### src/rtl/l2_sched_pkg.sv
// Shared types and constants for the L2 port scheduler and its prefetch line buffer.
package l2_sched_pkg;

  localparam int LINE_OFFSET_W = 5;

  // OR'd below a line tag to form a line-aligned byte address
  localparam logic [LINE_OFFSET_W-1:0] LINE_OFFSET_ZERO = '0;

  typedef enum logic [2:0] {
    S_IDLE,
    S_SERVE_D,
    S_SERVE_I,
    S_PREFETCH,
    S_BUF_HIT
  } sched_state_t;

endpackage

### src/rtl/pf_line_buffer.sv
// Single-line prefetch buffer: line data, tag and valid, with a combinational tag-compare hit.
module pf_line_buffer #(
  parameter int TAG_W  = 27,
  parameter int LINE_W = 256
) (
  input  logic              clk,
  input  logic              rst,
  input  logic              load,
  input  logic [TAG_W-1:0]  load_tag,
  input  logic [LINE_W-1:0] load_line,
  input  logic              inv,
  input  logic [TAG_W-1:0]  lookup_tag,
  output logic              hit,
  output logic              valid,
  output logic [TAG_W-1:0]  tag,
  output logic [LINE_W-1:0] line
);

  always_ff @(posedge clk or posedge rst) begin
    if (rst) begin
      valid <= 1'b0;
      tag   <= '0;
    end else if (load) begin
      valid <= 1'b1;
      tag   <= load_tag;
    end else if (inv) begin
      valid <= 1'b0;
    end
  end

  // Data needs no reset: it is only observed while valid is set
  always_ff @(posedge clk) begin
    if (load) line <= load_line;
  end

  assign hit = valid && (tag == lookup_tag);

endmodule

### src/rtl/l2_port_scheduler.sv
// Shares the single L2 port between dcache, icache and a next-line prefetcher.
// Prefetcher and line buffer exist only when L2_PREFETCH_EN is defined; otherwise a d-over-i arbiter.
module l2_port_scheduler
  import l2_sched_pkg::*;
#(
  parameter int ADDR_W = 32,
  parameter int LINE_W = 256
) (
  input  logic              clk,
  input  logic              rst,
  input  logic              i_pmem_read,
  input  logic [ADDR_W-1:0] i_pmem_address,
  output logic [LINE_W-1:0] i_pmem_rdata,
  output logic              i_pmem_resp,
  input  logic              d_pmem_read,
  input  logic              d_pmem_write,
  input  logic [ADDR_W-1:0] d_pmem_address,
  input  logic [LINE_W-1:0] d_pmem_wdata,
  output logic [LINE_W-1:0] d_pmem_rdata,
  output logic              d_pmem_resp,
  output logic              ab_pmem_read,
  output logic              ab_pmem_write,
  output logic [ADDR_W-1:0] ab_pmem_address,
  output logic [LINE_W-1:0] ab_pmem_wdata,
  input  logic [LINE_W-1:0] ab_pmem_rdata,
  input  logic              ab_pmem_resp
);

  localparam int TAG_W = ADDR_W - LINE_OFFSET_W;

  sched_state_t     state;
  logic [TAG_W-1:0] i_tag;
  logic [TAG_W-1:0] d_tag;
  logic             unused_ok;

  assign i_tag     = i_pmem_address[ADDR_W-1:LINE_OFFSET_W];
  assign d_tag     = d_pmem_address[ADDR_W-1:LINE_OFFSET_W];
  assign unused_ok = ^{i_pmem_address[LINE_OFFSET_W-1:0], d_pmem_address[LINE_OFFSET_W-1:0]};

`ifdef L2_PREFETCH_EN
  logic              pf_pending;
  logic [TAG_W-1:0]  pf_tag;
  logic [TAG_W-1:0]  pf_next_tag;
  logic              buf_hit;
  logic              buf_valid;
  logic [TAG_W-1:0]  buf_tag;
  logic [LINE_W-1:0] buf_line;
  logic              buf_load;
  logic              wr_coh;

  // Tag increment wraps, so the line after the top of memory is line 0
  assign pf_next_tag = i_tag + TAG_W'(1);
  assign buf_load    = (state == S_PREFETCH) && ab_pmem_resp;
  // A dcache writeback to the buffered line makes the copy stale
  assign wr_coh      = (state == S_SERVE_D) && ab_pmem_resp && d_pmem_write &&
                       buf_valid && (d_tag == buf_tag);

  pf_line_buffer #(
    .TAG_W (TAG_W),
    .LINE_W(LINE_W)
  ) u_buf (
    .clk       (clk),
    .rst       (rst),
    .load      (buf_load),
    .load_tag  (pf_tag),
    .load_line (ab_pmem_rdata),
    .inv       (wr_coh),
    .lookup_tag(i_tag),
    .hit       (buf_hit),
    .valid     (buf_valid),
    .tag       (buf_tag),
    .line      (buf_line)
  );
`endif

  always_ff @(posedge clk or posedge rst) begin
    if (rst) begin
      state <= S_IDLE;
`ifdef L2_PREFETCH_EN
      pf_pending <= 1'b0;
      pf_tag     <= '0;
`endif
    end else begin
      case (state)
        S_IDLE: begin
          if (d_pmem_read || d_pmem_write) state <= S_SERVE_D;
`ifdef L2_PREFETCH_EN
          else if (i_pmem_read && buf_hit) state <= S_BUF_HIT;
`endif
          else if (i_pmem_read) state <= S_SERVE_I;
`ifdef L2_PREFETCH_EN
          else if (pf_pending) state <= S_PREFETCH;
`endif
        end
        S_SERVE_D: begin
          if (ab_pmem_resp) begin
            state <= S_IDLE;
`ifdef L2_PREFETCH_EN
            if (wr_coh && (d_tag == pf_tag)) pf_pending <= 1'b0;
`endif
          end
        end
        S_SERVE_I: begin
          if (ab_pmem_resp) begin
            state <= S_IDLE;
`ifdef L2_PREFETCH_EN
            // Skip the prefetch when the next line is already buffered
            if (!(buf_valid && (pf_next_tag == buf_tag))) begin
              pf_pending <= 1'b1;
              pf_tag     <= pf_next_tag;
            end
`endif
          end
        end
`ifdef L2_PREFETCH_EN
        S_PREFETCH: begin
          if (ab_pmem_resp) begin
            state      <= S_IDLE;
            pf_pending <= 1'b0;
          end
        end
        S_BUF_HIT: state <= S_IDLE;
`endif
        default: state <= S_IDLE;
      endcase
    end
  end

  // Port routing decodes from state alone; the L2 response passes straight through to the grantee
  always_comb begin
    ab_pmem_read    = 1'b0;
    ab_pmem_write   = 1'b0;
    ab_pmem_address = '0;
    ab_pmem_wdata   = '0;
    i_pmem_rdata    = '0;
    i_pmem_resp     = 1'b0;
    d_pmem_rdata    = '0;
    d_pmem_resp     = 1'b0;
    case (state)
      S_SERVE_D: begin
        ab_pmem_read    = d_pmem_read;
        ab_pmem_write   = d_pmem_write;
        ab_pmem_address = {d_tag, LINE_OFFSET_ZERO};
        ab_pmem_wdata   = d_pmem_wdata;
        d_pmem_rdata    = ab_pmem_rdata;
        d_pmem_resp     = ab_pmem_resp;
      end
      S_SERVE_I: begin
        ab_pmem_read    = 1'b1;
        ab_pmem_address = {i_tag, LINE_OFFSET_ZERO};
        i_pmem_rdata    = ab_pmem_rdata;
        i_pmem_resp     = ab_pmem_resp;
      end
`ifdef L2_PREFETCH_EN
      S_PREFETCH: begin
        ab_pmem_read    = 1'b1;
        ab_pmem_address = {pf_tag, LINE_OFFSET_ZERO};
      end
      S_BUF_HIT: begin
        i_pmem_rdata = buf_line;
        i_pmem_resp  = 1'b1;
      end
`endif
      default: ;
    endcase
  end

endmodule

### config.mk
export PLATFORM = sky130hd
export DESIGN_NAME = l2_port_scheduler
export DESIGN_NICKNAME = d
export VERILOG_FILES = /design/src/rtl/l2_sched_pkg.sv /design/src/rtl/pf_line_buffer.sv /design/src/rtl/l2_port_scheduler.sv
export SDC_FILE = /design/constraint.sdc
export NUM_CORES = 1
export LEC_CHECK = 0
export ABC_AREA = 1
export CORE_AREA = 8 8 534 536
export CTS_BUF_LIST = sky130_fd_sc_hd__clkbuf_8
export DETAILED_ROUTE_END_ITERATION = 10
export DIE_AREA = 0 0 542 544
export PLACE_DENSITY = 0.31
export SLEW_MARGIN = 10
export SYNTH_ARGS = -nofsm -noshare
export SYNTH_HDL_FRONTEND = slang
export SYNTH_SLANG_ARGS = --single-unit
### constraint.sdc
create_clock -name clk -period 1.9 [get_ports clk]
set_clock_uncertainty 0.1 [all_clocks]
set_input_delay 0.285 -clock clk [delete_from_list [all_inputs] [get_ports clk]]
set_output_delay 0.285 -clock clk [all_outputs]
set_load 0.005 [all_outputs]
Word-level counts from Yosys, hierarchy flattened:

Index checks and enable logic that the tools add are counted.

* input bits: 582
* word-level logic and storage cells: 21
* output and inout bits: 804
* flip-flop bits (word level): 3

* eq/ne operators: 4
* reduce and logical (&&, ||, !) cells: 4
* multiplexer cells: 12

Operators with widths (count)
* 256-bit two-way mux: 3
* 32-bit case mux with 2 select lines: 1
* 3-bit two-way mux: 3
* 3-bit case mux with 2 select lines: 1
* 3-bit by 1-bit == test with 1-bit output, second input constant: 1
* 3-bit by 2-bit == test with 1-bit output, second input constant: 1
* 3-bit logical NOT: 1
* 1-bit two-way mux: 3
* 3-bit != test, second input constant: 1
* 2-bit by 1-bit != test with 1-bit output, second input constant: 1
* 1-bit case mux with 2 select lines: 1
* 2-bit AND reduction: 1
* 2-bit OR reduction: 1
* 1-bit logical OR: 1

Longest topological paths before layout:

* word-level depth: 4
* depth in mapped cells: 7
* gate-level depth less buffers: 7

Worst setup path after synthesis:

No wires, ideal clock.

* kind: register -> output
* start point: register state[0]
* end point: output ab_pmem_read
* arrival time: 1.186 ns
* path slack: 0.329 ns
* required time: 1.515 ns
* stages on the path, launching flop included: 6
* cells stage by stage: dfrtp_1 > inv_1 > ha_1 > inv_2 > buf_1 > nor2_1

* word-level cells in the longest chain between the ends: 2
* elaborated cells between the ends (all ways): 3
* classes of those cells: 2 x eq/ne; 1 x mux

Ends and longest elaborated chain
* from (decl): line l2_port_scheduler.sv:31 `sched_state_t state;`
* from (signal assigned): line l2_port_scheduler.sv:78 `state <= S_IDLE;`
* from (signal assigned): line l2_port_scheduler.sv:86 `if (d_pmem_read || d_pmem_write) state <= S_SERVE_D;`
* from (signal assigned): line l2_port_scheduler.sv:90 `else if (i_pmem_read) state <= S_SERVE_I;`
* 3-bit by 2-bit == test with 1-bit output or 3-bit by 1-bit == test with 1-bit output (tied branches): line l2_port_scheduler.sv:139 `case (state)`
* 1-bit case mux with 2 select lines (*): line l2_port_scheduler.sv:139
* to (decl): line l2_port_scheduler.sv:21 `output logic ab_pmem_read,`

Every way passes the cells marked *; elsewhere a longest branch is shown, timed or not.

Worst setup path in the final report:

* start point: register state[1]
* end point: output ab_pmem_wdata[131]

* word-level cells in the longest chain between the ends: 2

Ends and longest elaborated chain
* 3-bit by 1-bit == test with 1-bit output: line l2_port_scheduler.sv:139
* 256-bit two-way mux: line l2_port_scheduler.sv:139
* to (decl): line l2_port_scheduler.sv:24 `output logic [LINE_W-1:0] ab_pmem_wdata,`

Every way passes these cells.

==> impl_results.md <==
* Run status: finished with violations
* Violated checks: setup timing
* Total via count in the routed design at 17494
* Met1 track demand over resource in global routing at 0.1618
* Clock Sink Count at 2
* Post-synthesis sequential element count at 2
* Leakage power of the design at 19.06 nW
* Largest registers: state: 2 flops
* Synth Area in Simple Gates at 0.4517
* Root buffer selected by CTS: sky130_fd_sc_hd__clkbuf_8
* Share of async-settable or async-resettable flops after synthesis at 1.000
* Placed cell count at 6960
* RSZ-0062 raised after global routing: yes
* Layout net count at 3986
* Total power density per cell area at 1162 nW/um^2
* Startpoint type of the worst setup path: flop
* Die width at 542 um
* Fin cells at 7147
* Residual antenna-violating net count after detailed routing at 0
* Met3 global-route usage at 0.1222
* Share of the synthesized area in compound gates (AO/OA/AOI/OAI) at 0.02087
* Setup total negative slack at -256.69 ns
* Logic depth of the worst path, buffers included at 8
* Filler Cells Inserted at 32361
* Worst path max stage delay at 0.54 ns
* Remaining global-route overflow at 0
* Layout cell share with drive strength beyond 1 at 0.3342
* Final Routed Wirelength at 224500 um
* Largest family of logic cells by synthesized area: buffers and inverters
* Total die area at 294800 sq um
* Clock input transition at the sequential cells of the worst setup and hold paths at 0.03 ns
* Cell count after synthesis at 1747
* Total chip power at 37.88 mW
* Syn Std Cell Area at 6955 sq um
* CTS tree: built
* Kind of path behind the tightest hold check: input port to asynchronous set/reset pin
* Endpoint arrival time on the critical path at 2.10 ns
* Detailed Route Iter0 Violations at 862
* Register name with the most flops: state
* Beginning of the worst register-to-register path: state[0]$_DFFE_PP0P_
* Capture point of the critical path: ab_pmem_wdata[131]
* I/O pin count at 1386
* Post-DR vias/cell at 2.448
* Layout area overhead at 368.6%
* Count of warnings emitted by yosys at 0
* Setup WS post-layout at -0.5869 ns
* Synth top cells by count: sky130_fd_sc_hd__nand2_1 (833), sky130_fd_sc_hd__inv_1 (776), sky130_fd_sc_hd__buf_4 (67)
* Worst setup path startpoint: state[1]$_DFFE_PP0P_
* Number of placement rows at 194
* Dominant cells by area after synthesis: sky130_fd_sc_hd__nand2_1 (45%), sky130_fd_sc_hd__inv_1 (42%), sky130_fd_sc_hd__buf_4 (7.2%)
* First-pass iteration count of the detailed router at 5
* Mux cell area share after synthesis at 0
* Worst slack at placement at -0.6875 ns
* Number of remaining DRC errors at 0
* Crit path cell chain: inv_2, ha_4, buf_12, buf_16, buf_6, nand2_1, inv_1, clkdlybuf4s50_1
* Register-to-register setup slack at 0.32 ns
* Share of the core filled with cells in the final layout at 0.1176
* Top Family by Delay on Critical Path: buffers and inverters
* Average cell area after synthesis at 3.981 sq um
* Routed len/inst at 31.41 um
* Maximum ir drop on the vdd rail at 0.5895 mV
* Core footprint at 277200 sq um
* Number of enable-type register cells in the synthesized netlist at 0
* Post-synthesis cell type with the largest combined area: sky130_fd_sc_hd__nand2_1
* CTS buffer count at 3
* Die extent in y at 544 um
* Maximum capacitance violations at 0
* Placer congestion estimate at 0.9154
* Area share of xor/xnor cells in the synthesized design at 0
* Top cell type's share of synthesized area at 0.4495
* Most Crowded Layer GR: met2
* Critical path data required time at 1.51 ns
* Largest buffer count on any clock path at 2
* Critical Setup Path Class: flop to primary output
* # H-tree levels at 1
* Fraction of the cycle the final worst path needs at 1.309
* Initial core utilization at 0.02509
* Biggest fanout along the worst timing path at 13
* Skew-Pair Late Insertion Delay at 0.22 ns
* Cell type of the slowest stage on the worst timing path: sky130_fd_sc_hd__clkdlybuf4s50_1
* Nature of the critical path endpoint: primary output
* Area occupied by multi-input gates at 4024 sq um
* Depth of the worst register-to-register path at 8
* Met2 Resource Use GR at 0.2137
* Final min period at 2.487 ns
* GRT Overall Usage at 0.1428
* Vias in the first global route at 17742
* Endpoints failing setup at 787
* Main synth FF type: sky130_fd_sc_hd__dfrtp_1
* Wire length of the first global-routing pass at 261000 um
* RR Endpoint: state[0]$_DFFE_PP0P_
* Synth cell types at 12
* Adder and majority gate portion of the synthesized area at 0.005397
* Antenna violations before repair at 218
* Maximum number of pins on one net before global-route repair at 36
* Achievable Freq at 0.4021 GHz
* Sequential cell area at 50.05 sq um
* CP Buf/Inv Count at 6
* Number of hold-slack violations in the final timing report at 0
* Half-perimeter wire length after detailed placement at 206400 um
* Port Buffers at 1370
* Proportion of synthesized chip area in sequential cells at 0.007196
* Most frequently used cell type in the post-synthesis netlist: sky130_fd_sc_hd__nand2_1
* Max FFs per register at 2
* Hold-fix buffers, CTS at 0
* Max Transition Viols Final at 0
## kinds of logic (layout without fill, tap and decap cells)
group	after synthesis	after routing
compound gates	29	29
fa+ha+maj	3	3
buf+inv	876	2524
flops	2	2
other cells	1	29
simple gates	836	836
## cells in the final DEF (no fill, tap or decap), types with 25 or more instances in the layout
| master | Yosys | final |
|---|---|---|
| sky130_fd_sc_hd__clkbuf_2 | 0 | 55 |
| sky130_fd_sc_hd__inv_1 | 776 | 724 |
| sky130_fd_sc_hd__clkdlybuf4s15_2 | 0 | 43 |
| sky130_fd_sc_hd__nand2_1 | 833 | 734 |
| sky130_fd_sc_hd__nand2_2 | 0 | 62 |
| sky130_fd_sc_hd__buf_12 | 0 | 345 |
| sky130_fd_sc_hd__buf_6 | 0 | 82 |
| sky130_fd_sc_hd__clkdlybuf4s50_1 | 0 | 703 |
| sky130_fd_sc_hd__buf_4 | 67 | 273 |
| sky130_fd_sc_hd__buf_2 | 30 | 81 |
| sky130_fd_sc_hd__buf_8 | 0 | 25 |
| sky130_fd_sc_hd__buf_16 | 0 | 34 |
| sky130_fd_sc_hd__dlymetal6s2s_1 | 0 | 67 |
| sky130_fd_sc_hd__nand2_4 | 0 | 36 |
| sky130_fd_sc_hd__inv_2 | 1 | 46 |
## area by class of cell
type,instances,area share
Sequential cell,2,0.001536
Antenna cell,24,0.001843
Tap cell,3724,0.1430
Multi-Input combinational cell,873,0.1235
Clock buffer,3,0.001267
Timing Repair Buffer,1744,0.6386
Inverter,777,0.09033
## routing by layer
metal / share of wire / vias up
met3: 0.19 / 262
li1: - / 7777
met4: 0.011 / 134
met5: 0.0038 / -
met1: 0.39 / 8057
met2: 0.41 / 1264
## repair_timing
| action | CTS | global route |
|---|---|---|
| gates resized for setup | 843 | 383 |
| cloned | 27 | 13 |
| pin swaps | 12 | 11 |
| setup endpoints to repair | 798 | 799 |
| setup buffers | 95 | 44 |
## where the power goes
part / leakage (nW) / switching, mW / internal (mW) / total, mW
logic: 19.0 / 18.0 / 19.6 / 37.6
registers: 0.0257 / 0.0211 / 0.0628 / 0.0839
clock network: 0.0217 / 0.0372 / 0.134 / 0.171
total: 19.1 / 18.1 / 19.8 / 37.9
## worst min path at each step
stage | startpoint | slack (ns) | depth (start not counted) | endpoint
2_1_floorplan | rst | -0.07 | 1 | state[0]$_DFFE_PP0P_
3_3_place_gp | rst | 0.37 | 2 | state[1]$_DFFE_PP0P_
3_5_place_dp | rst | 0.38 | 2 | state[1]$_DFFE_PP0P_
4_1_cts | rst | 0.16 | 2 | state[0]$_DFFE_PP0P_
5_1_grt | rst | 0.16 | 2 | state[0]$_DFFE_PP0P_
6_report | rst | 0.15 | 2 | state[0]$_DFFE_PP0P_
## metrics by stage
step | area (sq um) | hold WS (ns)
after global placement | 29600 | 0.3705
after CTS | 31910 | 0.1565
after floorplan | 6970 | -0.07382
final | 32590 | 0.1487
after detailed placement | 29600 | 0.3780
after global routing | 32540 | 0.1605
(Power assumes the default switching activity.)
